### config.mk
export PLATFORM = sky130hd
export DESIGN_NAME = key_debounce
export DESIGN_NICKNAME = d
export VERILOG_FILES = /design/src/rtl/key_debounce.sv
export SDC_FILE = /design/constraint.sdc
export NUM_CORES = 1
export LEC_CHECK = 0
export ABC_AREA = 1
export BUFFER_PORTS_ARGS = -buffer_cell sky130_fd_sc_hd__buf_2
export CORE_ASPECT_RATIO = 1.75
export CORE_MARGIN = 2
export CORE_UTILIZATION = 62
export CTS_CLUSTER_DIAMETER = 50
export CTS_CLUSTER_SIZE = 20
export DETAILED_ROUTE_END_ITERATION = 10
export GPL_TIMING_DRIVEN = 0
export PLACE_DENSITY = 0.8
export SKIP_LAST_GASP = 1
export SYNTH_ARGS = -nofsm -noshare
export SYNTH_HDL_FRONTEND = slang
export SYNTH_SLANG_ARGS = --single-unit
export TNS_END_PERCENT = 5
### constraint.sdc
create_clock -name clk -period 1.8 [get_ports clk]
set_input_delay 0 -clock clk [delete_from_list [all_inputs] [get_ports clk]]
set_output_delay 0 -clock clk [all_outputs]
set_load 0.02 [all_outputs]
### src/rtl/key_debounce.sv
// Push-button conditioner: 2-FF synchroniser plus per-key counter debounce FSM producing press/release pulses and a level.
// Define LONG_PRESS_EN to add a one-shot key_long pulse after LONG_CNT held cycles; otherwise key_long is tied low.
module key_debounce #(
    parameter int unsigned KEY_NUM  = 2,
    parameter int unsigned DEB_CNT  = 240000,
    parameter int unsigned LONG_CNT = 12000000,
    parameter int unsigned CNT_W    = 24
) (
    input  logic               clk,
    input  logic               rst,
    input  logic [KEY_NUM-1:0] key_raw,
    output logic [KEY_NUM-1:0] key_pulse,
    output logic [KEY_NUM-1:0] key_release,
    output logic [KEY_NUM-1:0] key_state,
    output logic [KEY_NUM-1:0] key_long
);

    typedef enum logic [1:0] {
        IDLE,
        PRESS_WAIT,
        PRESSED,
        RELEASE_WAIT
    } state_e;

    localparam logic [CNT_W-1:0] DEB_LAST = CNT_W'(DEB_CNT - 1);
`ifdef LONG_PRESS_EN
    localparam logic [CNT_W-1:0] LONG_LAST = CNT_W'(LONG_CNT - 1);
`else
    // LONG_CNT has no function without the long-press feature
    logic unused_long_cnt;
    assign unused_long_cnt = ^32'(LONG_CNT);
`endif

    logic [KEY_NUM-1:0] meta_q;
    logic [KEY_NUM-1:0] sync_q;

    // Synchroniser resets to the released level so no press is seen out of reset
    always_ff @(posedge clk or negedge rst) begin
        if (!rst) begin
            meta_q <= '1;
            sync_q <= '1;
        end else begin
            meta_q <= key_raw;
            sync_q <= meta_q;
        end
    end

    for (genvar k = 0; k < KEY_NUM; k++) begin : g_key
        state_e           state_q, state_d;
        logic [CNT_W-1:0] cnt_q, cnt_d;
        logic             pulse_q, pulse_d;
        logic             release_q, release_d;
        logic             level_q, level_d;
        logic             released;

        assign released = sync_q[k];

        always_ff @(posedge clk or negedge rst) begin
            if (!rst) begin
                state_q   <= IDLE;
                cnt_q     <= '0;
                pulse_q   <= 1'b0;
                release_q <= 1'b0;
                level_q   <= 1'b0;
            end else begin
                state_q   <= state_d;
                cnt_q     <= cnt_d;
                pulse_q   <= pulse_d;
                release_q <= release_d;
                level_q   <= level_d;
            end
        end

        always_comb begin
            state_d = state_q;
            cnt_d   = cnt_q;
            case (state_q)
                IDLE: begin
                    cnt_d = '0;
                    if (!released) begin
                        state_d = PRESS_WAIT;
                    end
                end
                PRESS_WAIT: begin
                    if (released) begin
                        state_d = IDLE;
                        cnt_d   = '0;
                    end else if (cnt_q == DEB_LAST) begin
                        state_d = PRESSED;
                        cnt_d   = '0;
                    end else begin
                        cnt_d = cnt_q + CNT_W'(1);
                    end
                end
                PRESSED: begin
                    if (released) begin
                        state_d = RELEASE_WAIT;
                        cnt_d   = '0;
                    end else begin
`ifdef LONG_PRESS_EN
                        if (cnt_q != LONG_LAST) begin
                            cnt_d = cnt_q + CNT_W'(1);
                        end
`else
                        cnt_d = '0;
`endif
                    end
                end
                RELEASE_WAIT: begin
                    // A bounce back low restarts the hold count from zero
                    if (!released) begin
                        state_d = PRESSED;
                        cnt_d   = '0;
                    end else if (cnt_q == DEB_LAST) begin
                        state_d = IDLE;
                        cnt_d   = '0;
                    end else begin
                        cnt_d = cnt_q + CNT_W'(1);
                    end
                end
                default: begin
                    state_d = IDLE;
                    cnt_d   = '0;
                end
            endcase
        end

        // Pulses and level are decoded from the transition so they land in the same cycle
        always_comb begin
            pulse_d   = (state_q == PRESS_WAIT) && (state_d == PRESSED);
            release_d = (state_q == RELEASE_WAIT) && (state_d == IDLE);
            level_d   = (state_d == PRESSED) || (state_d == RELEASE_WAIT);
        end

        assign key_pulse[k]   = pulse_q;
        assign key_release[k] = release_q;
        assign key_state[k]   = level_q;

`ifdef LONG_PRESS_EN
        logic long_q, long_d;
        logic long_done_q, long_done_d;

        always_ff @(posedge clk or negedge rst) begin
            if (!rst) begin
                long_q      <= 1'b0;
                long_done_q <= 1'b0;
            end else begin
                long_q      <= long_d;
                long_done_q <= long_done_d;
            end
        end

        // Counter saturates at LONG_LAST; the done flag limits the pulse to once per hold
        always_comb begin
            long_d      = (state_q == PRESSED) && (state_d == PRESSED) &&
                          (cnt_q == LONG_LAST) && !long_done_q;
            long_done_d = (state_q == PRESSED) && (state_d == PRESSED) &&
                          (long_done_q || long_d);
        end

        assign key_long[k] = long_q;
`else
        assign key_long[k] = 1'b0;
`endif
    end

endmodule

==> impl_metrics.ini, run 1 <==
[clocking]
max-clock-path-buffers = 2
cts-root-buf = clkbuf_8
insertion_delay_ps = 340
cts_tree = done
cts.sinks = 61
cts_htree_levels = 3
clkTransAtPathRegs_ps = 80
cts_buffers = 9

[timing]
fin_ws_ps = 139
fin_skew_ps = 15.4
max_slew.worst_pin.slew_ps = 759
slew-limit-headroom_pct = 49.4
finalCriticalPeriod_ps = 1660
rsz0062_at_grt = no
setup_viol = 0
period_share_pct = 92.3
tns_ps = 0
final_max_slew_viol_count = 0
final-hold-violation-count = 0
fmax_ghz = 0.602

[job]
maxCapViolations = 0

[run_status]
status = finished clean

[drt]
routed_wirelength_um = 7740
wl_met1_um = 2750
dr_total_vias = 3101
vias_per_cell = 5.19
antenna_left = 0
drt_iter0_markers = 216
wl_met2_um = 4200
topRoutingLayerUsed = met4
routedWlPerCell_um = 12.9
drtPass1Iterations = 7
wl_met3_um = 278
drc = 0

[cells_and_area]
design_area_mm2 = 0.00393
drive_gt1_share_pct = 13.4
layout_commonest_cell = nor2_1
num-nets-final = 523
antenna_cells = 0
syn2layout_area_growth_pct = 11.8
utilization_pct = 70.9
multi_input_area_mm2 = 0.00169
seq_area_mm2 = 0.00153
nFillCells = 454
final_cell_mix = nor2_1, nand2_1, dfrtp_1, inv_1, nor3_1

[global_routing]
antenna_found_initial = 0
overflow = 0
grt_usage_pct = 27.8
grt_pass1_vias = 3144
grt_max_degree = 62
grt_pass1_wl_um = 13200

[floorplan]
initial_core_util_pct = 63.4
io-pin-count = 12
row_count = 36
die-area_mm2 = 0.00631
coreArea_mm2 = 0.00554
die_x_um = 60.9
die_h_um = 104

[worst_setup_path]
crit_path_frequent_cell = nor2_1
path_cells = ha_1 -> nand3_2 -> nor2_1 -> nand2_1 -> o21bai_4 -> buf_6 -> nor2_1
required_ps = 2020
crit_arrival_ps = 1880
startpoint_type = register
critPathSlowestCell = dfrtp_1
critical_path_class = register to register
endpoint_kind = register
cpPeakStageDelay_ps = 400
cp_top_family = simple AND/OR/NAND/NOR gates
path_max_fanout = 10
cp_num_buf_inv = 1
path_depth = 7
r2r_cells = 7

[synth]
yosys.area_share.simple_pct = 41.5
yosysUniqueCellTypes = 27
synth_xor_area_share_pct = 4.24
syn_avg_cell_area_um2 = 7.16
synth_area_mm2 = 0.00351
ys_ff_latch = 61
synth.area.mux_share_pct = 0
yosysWarnings = 0
yosysTopAreaCell = dfrtp_1
synth_cells = 491
synthTopCellsByArea = dfrtp_1, nor2_1, nand2_1
synthAdderAreaFrac_pct = 0.712
synth_top_area_share_pct = 40.6
synth_top_family_by_area = simple AND/OR/NAND/NOR gates
ys_seq_area_share_pct = 43.6
synth_compound_area_share_pct = 1.35

[pwr]
ir_worst_vdd_v = 0.000762
p_per_area_mw_per_mm2 = 721
leakage_uw = 0.00180

[place]
gp_congestion = 0.894
dpl_cell_area_mm2 = 0.00366
place_hpwl_um = 5760
pre_cts_slack_ps = 136
io_buffer_count = 9

[min_path]
holdCritPathClass = input port to async pin
-- registers in the layout (all words and copies together), names as in the netlist --
name	cells
g_key.cnt_q	48
g_key.release_q	2
meta_q	2
g_key.pulse_q	2
sync_q	2
g_key.state_q	3
g_key.level_q	2
-- worst reg2reg max path: cells and delay by family (launching register included) --
kind            cells  cell delay, ps
buf+inv             1             190
fa+ha+maj           1             250
flops               1             400
compound gates      1             250
simple gates        4             470
-- cell families (layout without fill, tap and decap cells) --
family                   after synthesis  after routing
AO/OA/AOI/OAI                          6              6
XOR/XNOR                              17             17
adder cells (fa/ha/maj)                2              2
buffers and inverters                 68             98
flip-flops                            61             61
other                                  1              2
AND/OR/NAND/NOR                      336            336
-- area by class of cell --
cell class              count  share of cell area, %
plain buffers              10                   2.10
clock buffers              11                   3.60
clock inverters             5                   1.91
inverters                  58                   5.54
multi-input cells         363                   43.1
flip-flops and latches     61                   39.0
well taps                  76                   2.42
repair buffers             14                   2.36
-- through the flow --
step | power, uW | hold WS, ps | cells
after floorplan | 1460 | -296 | 492
after global placement | 1500 | 105 | 577
after detailed placement | 1500 | 112 | 577
after CTS | 2850 | 1.79 | 595
after global routing | 2930 | 312 | 598
final | 2830 | 262 | 598
-- worst paths after layout --
path / start / endpoint / slack [ps]
worst max-delay path: g_key[0].cnt_q[0] / g_key[0].cnt_q[14] / 140
worst min-delay path: rst / g_key[1].cnt_q[21] / 260
worst max register to register: g_key[0].cnt_q[0] / g_key[0].cnt_q[14] / 140
worst min register to register: meta_q[1] / sync_q[1] / 360
max in group asynchronous: rst / g_key[0].state_q[1] / 1020
min in group clk: key_raw[1] / meta_q[1] / 310
-- what timing repair did --
action,in CTS,in global routing
hold buffers,2,1
hold endpoints to repair,2,57
resized for setup,0,1
setup endpoints to repair,0,5
buffers inserted,0,2
-- cells in the mapped netlist (all sizes together) --
| library cell | instances |
|---|---|
| nand4 | 13 |
| o21bai | 1 |
| ha | 2 |
| conb | 1 |
| nand3 | 14 |
| a21o | 1 |
| inv | 58 |
| nand3b | 1 |
| dfstp | 4 |
| a21oi | 1 |
| o21ai | 3 |
| dfrtp | 57 |
| xor2 | 12 |
| or2 | 1 |
| nand2 | 138 |
| nor3 | 23 |
| buf | 10 |
| xnor2 | 5 |
| nor2 | 146 |
-- metal layers --
| layer | global-route usage, % | vias up |
|---|---|---|
| met2 | 48.0 | 98 |
| met5 | 0 | - |
| met1 | 28.1 | 1429 |
| li1 | - | 1536 |
| met3 | 5.24 | 38 |
| met4 | 19.3 | 0 |
-- power breakdown --
part | switching (uW) | total [uW] | internal [uW]
Combinational | 60.5 | 88.4 | 27.9
Sequential | 9.05 | 1390 | 1390
Clock | 537 | 1350 | 811
Total | 607 | 2830 | 2220
Power figures use the tool's default switching activity.
==> run 2, diff against run 1 <==
--- a/config.mk
+++ b/config.mk
@@ -5,16 +5,17 @@
 export SDC_FILE = /design/constraint.sdc
 export NUM_CORES = 1
 export LEC_CHECK = 0
-export ABC_AREA = 1
 export BUFFER_PORTS_ARGS = -buffer_cell sky130_fd_sc_hd__buf_2
 export CORE_ASPECT_RATIO = 1.75
 export CORE_MARGIN = 2
-export CORE_UTILIZATION = 62
+export CORE_UTILIZATION = 61
 export CTS_CLUSTER_DIAMETER = 50
 export CTS_CLUSTER_SIZE = 20
 export DETAILED_ROUTE_END_ITERATION = 10
 export GPL_TIMING_DRIVEN = 0
-export PLACE_DENSITY = 0.8
+export HOLD_SLACK_MARGIN = 0.03
+export PLACE_DENSITY = 0.79
+export SKIP_CTS_REPAIR_TIMING = 1
 export SKIP_LAST_GASP = 1
 export SYNTH_ARGS = -nofsm -noshare
 export SYNTH_HDL_FRONTEND = slang
==> run 2 against run 1 <==
Against the previous run:
- the flow now finishes with violations (setup timing)
- global-route usage fell by 2.9 points
- largest power group unchanged
- die area fell by 12%
- sequential share of layout area rose by 4.0 points
- routed wire length fell by 8.8%
- non-clock buffer count rose by 21
- count of clock-buffer cells in the layout rose by 1
- register-to-register slack got worse by 360 ps
- clock power fell by 23%
- hold slack got worse by 19 ps
- cell count fell by 32%
- total power fell by 11%
- sequential power barely moved
==> impl_metrics.ini, run 2 <==
[run_status]
status = finished with violations
violations = setup timing

[synth]
synth_cells = 308
ys_ff_latch = 61
synth_top_area_share_pct = 47.3
synth_edf_count = 0
ys_seq_area_share_pct = 50.8
ys_async_sr_fraction_pct = 100
yosys-top-cells-count = dfrtp_1, nor2_1, a21oi_1, nand2_1, xnor2_1
yosysMostFrequentCell = dfrtp_1
syn_avg_cell_area_um2 = 9.79
synthFlopType = dfrtp_1
synthTopCellsByArea = dfrtp_1, xnor2_1, nor2_1
yosysUniqueCellTypes = 39
yosysWarnings = 0
yosysTopAreaCell = dfrtp_1
synth_area_mm2 = 0.00302

[worst_setup_path]
setup.worst_path.start = g_key[0].cnt_q[5]
path_max_fanout = 7
required_ps = 2090
critical_path_class = register to register
critPathCapture = g_key[0].cnt_q[21]
crit_arrival_ps = 2310
r2r-start = g_key[0].cnt_q[5]
startpoint_type = register
r2r_cells = 6
rrSetupSlack_ps = -220
endpoint_kind = register
worstReg2RegEnd = g_key[0].cnt_q[21]

[timing]
setup_viol = 36
final_max_slew_viol_count = 0
final-hold-violation-count = 0
slew-limit-headroom_pct = 48.6
fin_skew_ps = 9.32
finalCriticalPeriod_ps = 2020
fin_ws_ps = -217
rsz0062_at_grt = yes
period_share_pct = 112
fmax_ghz = 0.496
max_slew.worst_pin.slew_ps = 771

[pwr]
power_uw = 2530
ir_worst_vdd_v = 0.000661
leakage_uw = 0.00142
p_per_area_mw_per_mm2 = 705

[cells_and_area]
syn2layout_area_growth_pct = 19.0
regMostFlops = g_key.cnt_q
largest_reg_flops = 48
finalNonFillerCells = 404
final_cell_mix = dfrtp_1, nor2_1, buf_4, nand2_1, a21oi_1
layout_commonest_cell = dfrtp_1
antenna_cells = 0
num-nets-final = 353
drive_gt1_share_pct = 25.0
reg_top3 = g_key.cnt_q x48, g_key.state_q x3

[job]
maxCapViolations = 0

[floorplan]
die_x_um = 57.2
row_count = 33
initial_core_util_pct = 64.1
die_h_um = 97.0
io-pin-count = 12
coreArea_mm2 = 0.00471
die-area_mm2 = 0.00555

[drt]
vias_per_cell = 6.21
drc = 0
antenna_left = 0
dr_total_vias = 2509
drtPass1Iterations = 4
routedWlPerCell_um = 17.5
drt_iter0_markers = 158
routed_wirelength_um = 7060

[global_routing]
grt_usage_pct = 25.0
grt_pass1_wl_um = 10700
grt_max_degree = 62
antenna_found_initial = 0
overflow = 0
grt_pass1_vias = 2433

[clocking]
cts_tree = done
clkTransAtPathRegs_ps = 70
cts-root-buf = clkbuf_8
cts_buffers = 9
insertion_delay_ps = 360
max-clock-path-buffers = 2
cts_htree_levels = 3
cts.sinks = 61

[place]
place_hpwl_um = 4360
pre_cts_slack_ps = -455
dp_cells = 370
gp_congestion = 0.842
io_buffer_count = 9

[min_path]
holdCritPathClass = input port to async pin
[run 2: worst max-delay path: stages (launching register included)]
cell and delay [ps]:
dfrtp_1 370, buf_6 140, nand4_4 110, or4_4 540, buf_6 150, or4_1 510, a21oi_2 130
[run 2: logic make-up (layout without fill, tap and decap cells)]
| kind of cell | Yosys count | in the layout | synth area share, % |
|---|---|---|---|
| multiplexers | 3 | 3 | 0.995 |
| AO/OA/AOI/OAI | 42 | 42 | 8.38 |
| other | 1 | 2 | 0.124 |
| adder cells (fa/ha/maj) | 2 | 2 | 0.829 |
| XOR/XNOR | 25 | 25 | 7.26 |
| AND/OR/NAND/NOR | 144 | 144 | 26.8 |
| flip-flops | 61 | 61 | 50.8 |
| buffers and inverters | 30 | 73 | 4.89 |
[run 2: per-layer routing]
metal | track usage, % | routed length, um | vias up
met5 | 0 | 0 | -
met4 | 15.9 | 200 | 0
met3 | 5.48 | 218 | 18
met2 | 42.6 | 3990 | 66
met1 | 26.9 | 2660 | 1240
li1 | - | - | 1185
[run 2: cell type report]
cell class | count | area, um2
Fill cell | 326 | 1120
Clock inverter | 4 | 26.3
Clock buffer | 12 | 135
Tap cell | 52 | 65.1
Multi-Input combinational cell | 218 | 1440
Inverter | 12 | 45.0
Sequential cell | 61 | 1540
Buffer | 17 | 138
Timing Repair Buffer | 28 | 198
[run 2: through the flow]
stage	hold slack, ps	setup TNS [ps]	area [um2]	util [%]
after floorplan	-296	-1460	3040	-
after global placement	104	-15590	3150	67.0
after detailed placement	106	-15430	3150	67.0
after CTS	-263	-16170	3310	70.4
after global routing	284	-6480	3590	76.3
final	243	-3360	3590	76.3
[run 2: where the power goes]
group / switching (uW) / internal (uW)
Combinational: 59.9 / 31.6
Sequential: 10.6 / 1390
Clock: 545 / 497
[run 2: how the worst min path moves through the flow]
stage | startpoint | to | slack, ps
after floorplan | rst | g_key[0].cnt_q[0] | -300
after global placement | key_raw[1] | meta_q[1] | 100
after detailed placement | key_raw[0] | meta_q[0] | 110
after CTS | key_raw[0] | meta_q[0] | -260
after global routing | key_raw[1] | meta_q[1] | 280
final | rst | g_key[1].cnt_q[19] | 240
